--- src/rtl/ai_compressor_2_if.sv ---
// Handshake/data bundle between a feature-word producer and the compressor.
// The master drives the unpacked words; the slave returns packed words.
interface ai_compressor_2_if;
  logic        init;
  logic        compress;
  logic [63:0] data_in;
  logic        data_in_rdy;
  logic [63:0] data_out;
  logic        data_out_rdy;

  modport master (
    output init, compress, data_in, data_in_rdy,
    input  data_out, data_out_rdy
  );

  modport slave (
    input  init, compress, data_in, data_in_rdy,
    output data_out, data_out_rdy
  );
endinterface

--- src/rtl/ai_compressor_2.sv ---
// Feature-word compressor: packs one act/last half-pair per accepted word into
// the 7-bit-per-field link format, alternating halves via the sel toggle.
module ai_compressor_2 #(
  parameter int unsigned SMOOTH_TH = 8
) (
  input  logic               clk,
  input  logic               rst,
  ai_compressor_2_if.slave   bus
);

  typedef enum logic [1:0] {
    LOAD = 2'd0,
    PACK = 2'd1,
    EMIT = 2'd2
  } state_t;

  state_t      state_q, state_d;
  logic [63:0] b_data_in_q, b_data_in_d;
  logic        b_data_in_rdy_q, b_data_in_rdy_d;
  logic        sel_q, sel_d;
  logic        wsel_q, wsel_d;
  logic [7:0]  a_q, a_d;
  logic [7:0]  b_q, b_d;
  logic [7:0]  la_q, la_d;
  logic [7:0]  lb_q, lb_d;
  logic [63:0] packed_q, packed_d;
  logic [63:0] data_out_q, data_out_d;
  logic        data_out_rdy_q, data_out_rdy_d;

  logic        capture_s;
  logic        emit_s;
  logic [63:0] b_data_out_s;

  // Unsigned magnitude |a-b| compared against the threshold, no wrap.
  function automatic logic smooth(input logic [7:0] x, input logic [7:0] y);
    logic [7:0] diff;
    if (x >= y) begin
      diff = x - y;
    end else begin
      diff = y - x;
    end
    return (32'(diff) <= 32'(SMOOTH_TH));
  endfunction

  // Masking bit 0 is the LSB truncation into 7-bit fields.
  function automatic logic [63:0] pack_word(
    input logic       s,
    input logic [7:0] a,
    input logic [7:0] b,
    input logic [7:0] la,
    input logic [7:0] lb
  );
    logic [63:0] w;
    w = 64'd0;
    if (s) begin
      w[55:48] = la & 8'hFE;
      w[47:40] = lb & 8'hFE;
    end else begin
      w[39:32] = la & 8'hFE;
      w[31:24] = lb & 8'hFE;
    end
    w[15:8] = (b & 8'hFE) | {7'd0, smooth(a, b)};
    w[7:0]  = a & 8'hFE;
    return w;
  endfunction

  always_ff @(posedge clk) begin
    if (rst) begin
      state_q         <= LOAD;
      b_data_in_q     <= 64'd0;
      b_data_in_rdy_q <= 1'b0;
      sel_q           <= 1'b0;
      wsel_q          <= 1'b0;
      a_q             <= 8'd0;
      b_q             <= 8'd0;
      la_q            <= 8'd0;
      lb_q            <= 8'd0;
      packed_q        <= 64'd0;
      data_out_q      <= 64'd0;
      data_out_rdy_q  <= 1'b0;
    end else begin
      state_q         <= state_d;
      b_data_in_q     <= b_data_in_d;
      b_data_in_rdy_q <= b_data_in_rdy_d;
      sel_q           <= sel_d;
      wsel_q          <= wsel_d;
      a_q             <= a_d;
      b_q             <= b_d;
      la_q            <= la_d;
      lb_q            <= lb_d;
      packed_q        <= packed_d;
      data_out_q      <= data_out_d;
      data_out_rdy_q  <= data_out_rdy_d;
    end
  end

  always_comb begin
    state_d = state_q;
    case (state_q)
      LOAD: begin
        if (b_data_in_rdy_q && bus.compress) begin
          state_d = PACK;
        end else begin
          state_d = LOAD;
        end
      end
      PACK:    state_d = EMIT;
      EMIT:    state_d = LOAD;
      default: state_d = LOAD;
    endcase
  end

  always_comb begin
    capture_s = 1'b0;
    emit_s    = 1'b0;
    case (state_q)
      LOAD:    capture_s = b_data_in_rdy_q && bus.compress;
      PACK:    emit_s    = 1'b0;
      EMIT:    emit_s    = 1'b1;
      default: emit_s    = 1'b0;
    endcase
  end

  always_comb begin
    b_data_in_d     = bus.data_in;
    b_data_in_rdy_d = bus.data_in_rdy;

    // init overrides the EMIT toggle; the word in flight keeps wsel_q.
    if (bus.init) begin
      sel_d = 1'b0;
    end else if (emit_s) begin
      sel_d = ~sel_q;
    end else begin
      sel_d = sel_q;
    end

    wsel_d = wsel_q;
    a_d    = a_q;
    b_d    = b_q;
    la_d   = la_q;
    lb_d   = lb_q;
    if (capture_s) begin
      wsel_d = sel_q;
      if (sel_q) begin
        a_d  = b_data_in_q[63:56];
        b_d  = b_data_in_q[55:48];
        la_d = b_data_in_q[31:24];
        lb_d = b_data_in_q[23:16];
      end else begin
        a_d  = b_data_in_q[47:40];
        b_d  = b_data_in_q[39:32];
        la_d = b_data_in_q[15:8];
        lb_d = b_data_in_q[7:0];
      end
    end else begin
      wsel_d = wsel_q;
    end

    if (state_q == PACK) begin
      packed_d = pack_word(wsel_q, a_q, b_q, la_q, lb_q);
    end else begin
      packed_d = packed_q;
    end

    if (emit_s) begin
      b_data_out_s = packed_q;
    end else begin
      b_data_out_s = 64'd0;
    end

    data_out_d     = b_data_out_s;
    data_out_rdy_d = emit_s;
  end

  assign bus.data_out     = data_out_q;
  assign bus.data_out_rdy = data_out_rdy_q;

endmodule

--- src/flat_wrapper.sv ---
// flat-port wrapper written by rule: the top's interface ports become plain ports
module ai_compressor_2_flat 
#(
  parameter int unsigned SMOOTH_TH = 8
)
  (clk, rst, bus_init, bus_compress, bus_data_in, bus_data_in_rdy, bus_data_out, bus_data_out_rdy);
  ai_compressor_2_if bus_i ();
  input  logic clk;
  input  logic rst;
  input wire logic [$bits(bus_i.init)-1:0] bus_init;
  input wire logic [$bits(bus_i.compress)-1:0] bus_compress;
  input wire logic [$bits(bus_i.data_in)-1:0] bus_data_in;
  input wire logic [$bits(bus_i.data_in_rdy)-1:0] bus_data_in_rdy;
  output wire logic [$bits(bus_i.data_out)-1:0] bus_data_out;
  output wire logic [$bits(bus_i.data_out_rdy)-1:0] bus_data_out_rdy;
  assign bus_i.init = bus_init;
  assign bus_i.compress = bus_compress;
  assign bus_i.data_in = bus_data_in;
  assign bus_i.data_in_rdy = bus_data_in_rdy;
  assign bus_data_out = bus_i.data_out;
  assign bus_data_out_rdy = bus_i.data_out_rdy;
  ai_compressor_2 #(.SMOOTH_TH(SMOOTH_TH)) u_core (.clk(clk), .rst(rst), .bus(bus_i));
endmodule
--- config.mk ---
export PLATFORM = sky130hd
export DESIGN_NAME = ai_compressor_2_flat
export DESIGN_NICKNAME = d
export VERILOG_FILES = /design/src/rtl/ai_compressor_2_if.sv /design/src/rtl/ai_compressor_2.sv /design/src/flat_wrapper.sv
export SDC_FILE = /design/constraint.sdc
export NUM_CORES = 1
export LEC_CHECK = 0
export CORE_ASPECT_RATIO = 0.5
export CORE_UTILIZATION = 40
export CTS_BUF_LIST = sky130_fd_sc_hd__clkbuf_4
export CTS_CLUSTER_DIAMETER = 50
export CTS_CLUSTER_SIZE = 16
export DETAILED_ROUTE_END_ITERATION = 10
export DONT_BUFFER_PORTS = 1
export GPL_TIMING_DRIVEN = 0
export PLACE_DENSITY = 0.58
export SETUP_SLACK_MARGIN = 0.15
export SLEW_MARGIN = 20
export SYNTH_ARGS = -nofsm -noshare
export SYNTH_HDL_FRONTEND = slang
export SYNTH_SLANG_ARGS = --single-unit
--- constraint.sdc ---
create_clock -name clk -period 2.3 [get_ports clk]
set_input_delay 0.23 -clock clk [delete_from_list [all_inputs] [get_ports clk]]
set_output_delay 0.23 -clock clk [all_outputs]
set_load 0.02 [all_outputs]
# Yosys cells after proc, flatten, opt, wreduce, memory -nomap -nowiden
# Cells that the tools add are included.
# classes
mux	12
reduce_logical	4
eq_ne	2
bitwise	3
add_sub_neg	2
n_lt_le_gt_ge	2
# ops
op	n
2-to-1 mux 8 bit	6
2-to-1 mux 16 bit	2
subtractor 8 bit	2
greater-or-equal comparator 8 bit	1
<= comparator 8 x 4 -> 1 bit (second input constant)	1
bitwise OR 8 x 1 -> 8 bit	1
one-hot mux 2 bit (2 select lines)	1
OR reduction 2 bit	2
2-to-1 mux 1 bit	3
equality test 2 x 1 -> 1 bit (second input constant)	1
equality test 2 bit (second input constant)	1
logical NOT 2 bit	1
NOT 1 bit	2
logical AND 1 bit	1
# totals
word_cells	37
reg_bits	196
out_inout_bits	65

# Longest topological paths before layout
# logic_depth
ltp_word	5
ltp_mapped	9
mapped_depth_nobuf	8

# Least setup slack after synthesis
# Ideal clock, no wire load.
# synth_timing
kind	reg-to-reg
start	reg u_core.b_q[3]
end	reg u_core.packed_q[8]
stages_incl_launch_ff	10
t_required_ns	2.216
path_slack_ns	0.245
arrival_time_ns	1.971
path_buffers	1
cell_sequence	dfxtp_1 inv_1 ha_1 buf_6 and3_4 o211a_1 or4_1 a222oi_1 a31oi_1 o31ai_2
# synth_via
elab_chain_len	5
# synth_rtl
element	line	source
from (decl)	ai_compressor_2.sv:23	logic [7:0] b_q, b_d;
from (signal assigned)	ai_compressor_2.sv:75	b_q <= 8'd0;
from (signal assigned)	ai_compressor_2.sv:88	b_q <= b_d;
subtractor 8 bit (tied with other cells)	ai_compressor_2.sv:40	diff = y - x;
2-to-1 mux 8 bit (*)	ai_compressor_2.sv:37	if (x >= y) begin
2-to-1 mux 8 bit (*)	ai_compressor_2.sv:159	if (state_q == PACK) begin
<= comparator 8 x 4 -> 1 bit (*)	ai_compressor_2.sv:42	return (32'(diff) <= 32'(SMOOTH_TH));
bitwise OR 8 x 1 -> 8 bit (*)	ai_compressor_2.sv:62	w[15:8] = (b & 8'hFE) | {7'd0, smooth(a, b)};
to (signal assigned)	ai_compressor_2.sv:91	packed_q <= packed_d;
to (decl)	ai_compressor_2.sv:26	logic [63:0] packed_q, packed_d;
# Mark *: on every way between the ends. The rest lies on a longest branch, timed or not. The select of a mux whose other input is x is not followed.
# A chain may end at the register's enable or synchronous reset.

# Worst setup path in the final report
# layout_timing
start	reg u_core.b_q[5]
end	reg u_core.packed_q[8]
# Same word-level chain as after synthesis.

==> results.ini <==
[route]
vias = 4521
drt_pass1_iterations = 4
drc = 0
drtAntennaViolNets = 0
wl_per_cell_um = 14.60
vias_per_cell = 4.632
drtIter0Drc = 211
drt-total-wl_mm = 14.25

[floorplan]
placementRows = 32
io_pins = 134
start_util_pct = 41.67
die_h_um = 92.42
core_mm2 = 0.01570
dieArea_mm2 = 0.01690
die_w_um = 182.8

[power_and_ir_drop]
ir_drop_mv = 0.2611
leakage_uw = 0.003038
p_per_area_mw_per_mm2 = 717.7
switching_power_uw = 1653
p_comb_share_pct = 10.9
power_frac_seq_pct = 57.2
power_uw = 5745
clkPwrFrac_pct = 31.8
internal_power_uw = 4092
netSwitchingFraction_pct = 28.77

[critical_path]
startpoint_type = flip-flop
regToRegEndpoint = u_core.packed_q[8]$_SDFFE_PP0N_
reg2reg_from = u_core.b_q[5]$_SDFFE_PP0P_
cp-end-kind = flip-flop
critPathArrivalTime_ps = 2630
crit_path_max_incr_delay_ps = 410
crit_required_ps = 2760
crit_fanout = 4
crit_chain = inv_1 -> ha_1 -> buf_6 -> and3_4 -> o211a_1 -> or4_1 -> a222oi_1 -> a31oi_1 -> o31ai_2
r2r_cells = 9
path_class = reg2reg
rrSetupSlack_ps = 130
crit_slowest_cell = or4_1

[synth]
ys_ff_latch = 182
ys_top_cells_by_area = dfxtp_1 (56%), nor2b_1 (6.2%), mux2i_1 (4.7%)
yosys.area.top_type = dfxtp_1
yosys_warnings = 0
synth_area_per_cell_um2 = 10.40
synthArstFlopShare_pct = 0
netlist_area_mm2 = 0.006540
synth_edf_count = 0
synthDominantCellAreaShare_pct = 55.71
synth_flop_cell = dfxtp_1
synth_seq_area_share_pct = 55.71
synth_cells = 629
yosysUniqueCellTypes = 50

[sta]
setup_viol = 0
clock.fmax_mhz = 460.1
rsz0062_at_grt = yes
fin_setup_tns_ps = 0
whs_ps = 306.7
tightest_slew_ps = 815.6
period_needed_ps = 2174
fin_ws_ps = 126.4
skew_ps = 27.76
slew_headroom_pct = 45.63
finalMaxSlewViolations = 0
hold_viol_final = 0
min_period_over_period_pct = 94.50

[global_route]
grt_use_total_pct = 17.72
overflow = 0
grt_max_degree = 22
antenna_found_initial = 1
grt_pass1_vias = 4460
grt_pass1_wl_mm = 23.12

[outcome]
status = completed

[cts]
cts_tree = built
clockBufferDepth = 2
clock_latency_ps = 560
clockRootBuffer = clkbuf_4
cts_buffers = 17
h-tree-depth = 4
cts.clk_slew.worst_paths_ps = 170
cts_num_sinks = 182

[place]
place.gp.congestion = 0.8665
hpwl_mm = 10.15
portBuffers = 0
dp_worst_setup_slack_ps = -17.32

[min_path]
min_path_cells = 2
hp-start = bus_init
hold_path_end = u_core.sel_q$_SDFFE_PP0P_
hold_path.class = in2reg

[cells_and_area]
area_growth_pct = 22.38
final_nets = 825
drive_gt1_share_pct = 13.13
final_util_pct = 51.00

[run]
cap_violations = 0

synth_stat cells, types with 3 or more instances:
| cell type | count |
|---|---|
| a211oi_1 | 32 |
| a21oi_1 | 26 |
| a22o_1 | 28 |
| and2_1 | 43 |
| buf_1 | 4 |
| buf_4 | 24 |
| buf_6 | 3 |
| clkbuf_1 | 29 |
| dfxtp_1 | 182 |
| ha_1 | 15 |
| inv_1 | 19 |
| mux2i_1 | 31 |
| nand2_1 | 33 |
| nand2b_1 | 3 |
| nand3b_1 | 3 |
| nor2_1 | 37 |
| nor2b_1 | 65 |
| nor3_1 | 4 |
| o21ai_0 | 6 |
| xnor2_1 | 4 |
power by group through the flow:
stage               Sequential [µW]  Clock, µW  Combinational, µW
floorplan                      3340          0                405
CTS                            3290       1870                622
global route                   3300       2030                690
global placement               3360          0                494
detailed placement             3360          0                497
finish                         3290       1830                627
logic make-up (layout without fill, tap and decap cells):
logic type               Yosys count  count (layout)  share of synthesized area, %
AND/OR/NAND/NOR                  201             201                         16.78
AO/OA/AOI/OAI                    113             113                         12.67
flip-flops                       182             182                         55.71
other                              1              22                       0.05734
multiplexers                      31              31                         4.745
XOR/XNOR                           4               4                        0.5356
adder cells (fa/ha/maj)           15              15                         2.870
buffers and inverters             82             187                         6.638
worst max-delay path: cells and delay by family (launching register included):
| kind | cells | cell delay [ps] |
|---|---|---|
| buf+inv | 2 | 170 |
| flops | 1 | 380 |
| compound gates | 4 | 690 |
| fa+ha+maj | 1 | 270 |
| simple gates | 2 | 580 |
repair_timing:
item	4_1_cts	5_1_grt
setup buffers	9	0
hold buffers	64	0
resized for setup	22	1
endpoints found under the setup margin	1	3
hold endpoints to repair	64	0
pin swaps	5	0
how the worst max path moves through the flow:
stage | start | to
2_1_floorplan | u_core.b_q[3]$_SDFFE_PP0P_ | u_core.packed_q[8]$_SDFFE_PP0N_
3_3_place_gp | u_core.b_q[1]$_SDFFE_PP0P_ | u_core.packed_q[8]$_SDFFE_PP0N_
3_5_place_dp | u_core.b_q[1]$_SDFFE_PP0P_ | u_core.packed_q[8]$_SDFFE_PP0N_
4_1_cts | u_core.b_q[5]$_SDFFE_PP0P_ | u_core.packed_q[8]$_SDFFE_PP0N_
5_1_grt | u_core.b_q[5]$_SDFFE_PP0P_ | u_core.packed_q[8]$_SDFFE_PP0N_
6_report | u_core.b_q[5]$_SDFFE_PP0P_ | u_core.packed_q[8]$_SDFFE_PP0N_
metrics by stage:
stage,std cells,area [µm²]
3_5_place_dp,870,6892
5_1_grt,976,8004
4_1_cts,975,7996
3_3_place_gp,870,6892
2_1_floorplan,649,6615
6_report,976,8004
flip-flops by register name, summed over array words and instances (netlist names):
| signal | count |
|---|---|
| u_core.packed_q | 43 |
| u_core.lb_q | 7 |
| u_core.wsel_q | 1 |
| u_core.bus.data_out | 43 |
| u_core.sel_q | 1 |
| u_core.a_q | 8 |
| u_core.bus.data_out_rdy | 1 |
| u_core.la_q | 7 |
| u_core.b_data_in_rdy_q | 1 |
| u_core.b_q | 8 |
| u_core.state_q | 2 |
| u_core.b_data_in_q | 60 |
final cells by class:
type | instances | area [µm²]
multi-input combinational | 385 | 2587
clock inverter | 15 | 195.2
timing repair buffer | 73 | 708.2
sequential | 182 | 3669
fill | 1491 | 7691
antenna | 1 | 2.502
clock buffer | 17 | 127.6
inverter | 19 | 71.32
tap | 221 | 276.5
buffer | 63 | 366.6
layer usage:
layer	track usage, %	up-vias	part of all wire (%)
met3	3.893	9	3.8
met2	30.18	92	48
li1	-	2295	-
met5	0	-	0
met1	22.76	2125	48
met4	4.653	0	0.62
placed cells by master, fill, tap and decap left out, types with 4 or more instances in the layout:
cell,Yosys,final
a21oi_1,26,25
buf_4,24,32
conb_1,1,21
ha_1,15,12
nor2_1,37,37
nor2b_1,65,65
clkinv_8,0,6
and2_1,43,43
dfxtp_1,182,172
a22o_1,28,28
clkbuf_4,0,17
inv_1,19,19
mux2i_1,31,31
buf_1,4,4
dlygate4sd3_1,0,64
clkbuf_1,29,29
xnor2_1,4,4
dfxtp_2,0,5
dfxtp_4,0,5
buf_6,3,4
a211oi_1,32,32
nand2_1,33,33
o21ai_0,6,6
No activity file was read; power rests on OpenSTA's default activity.
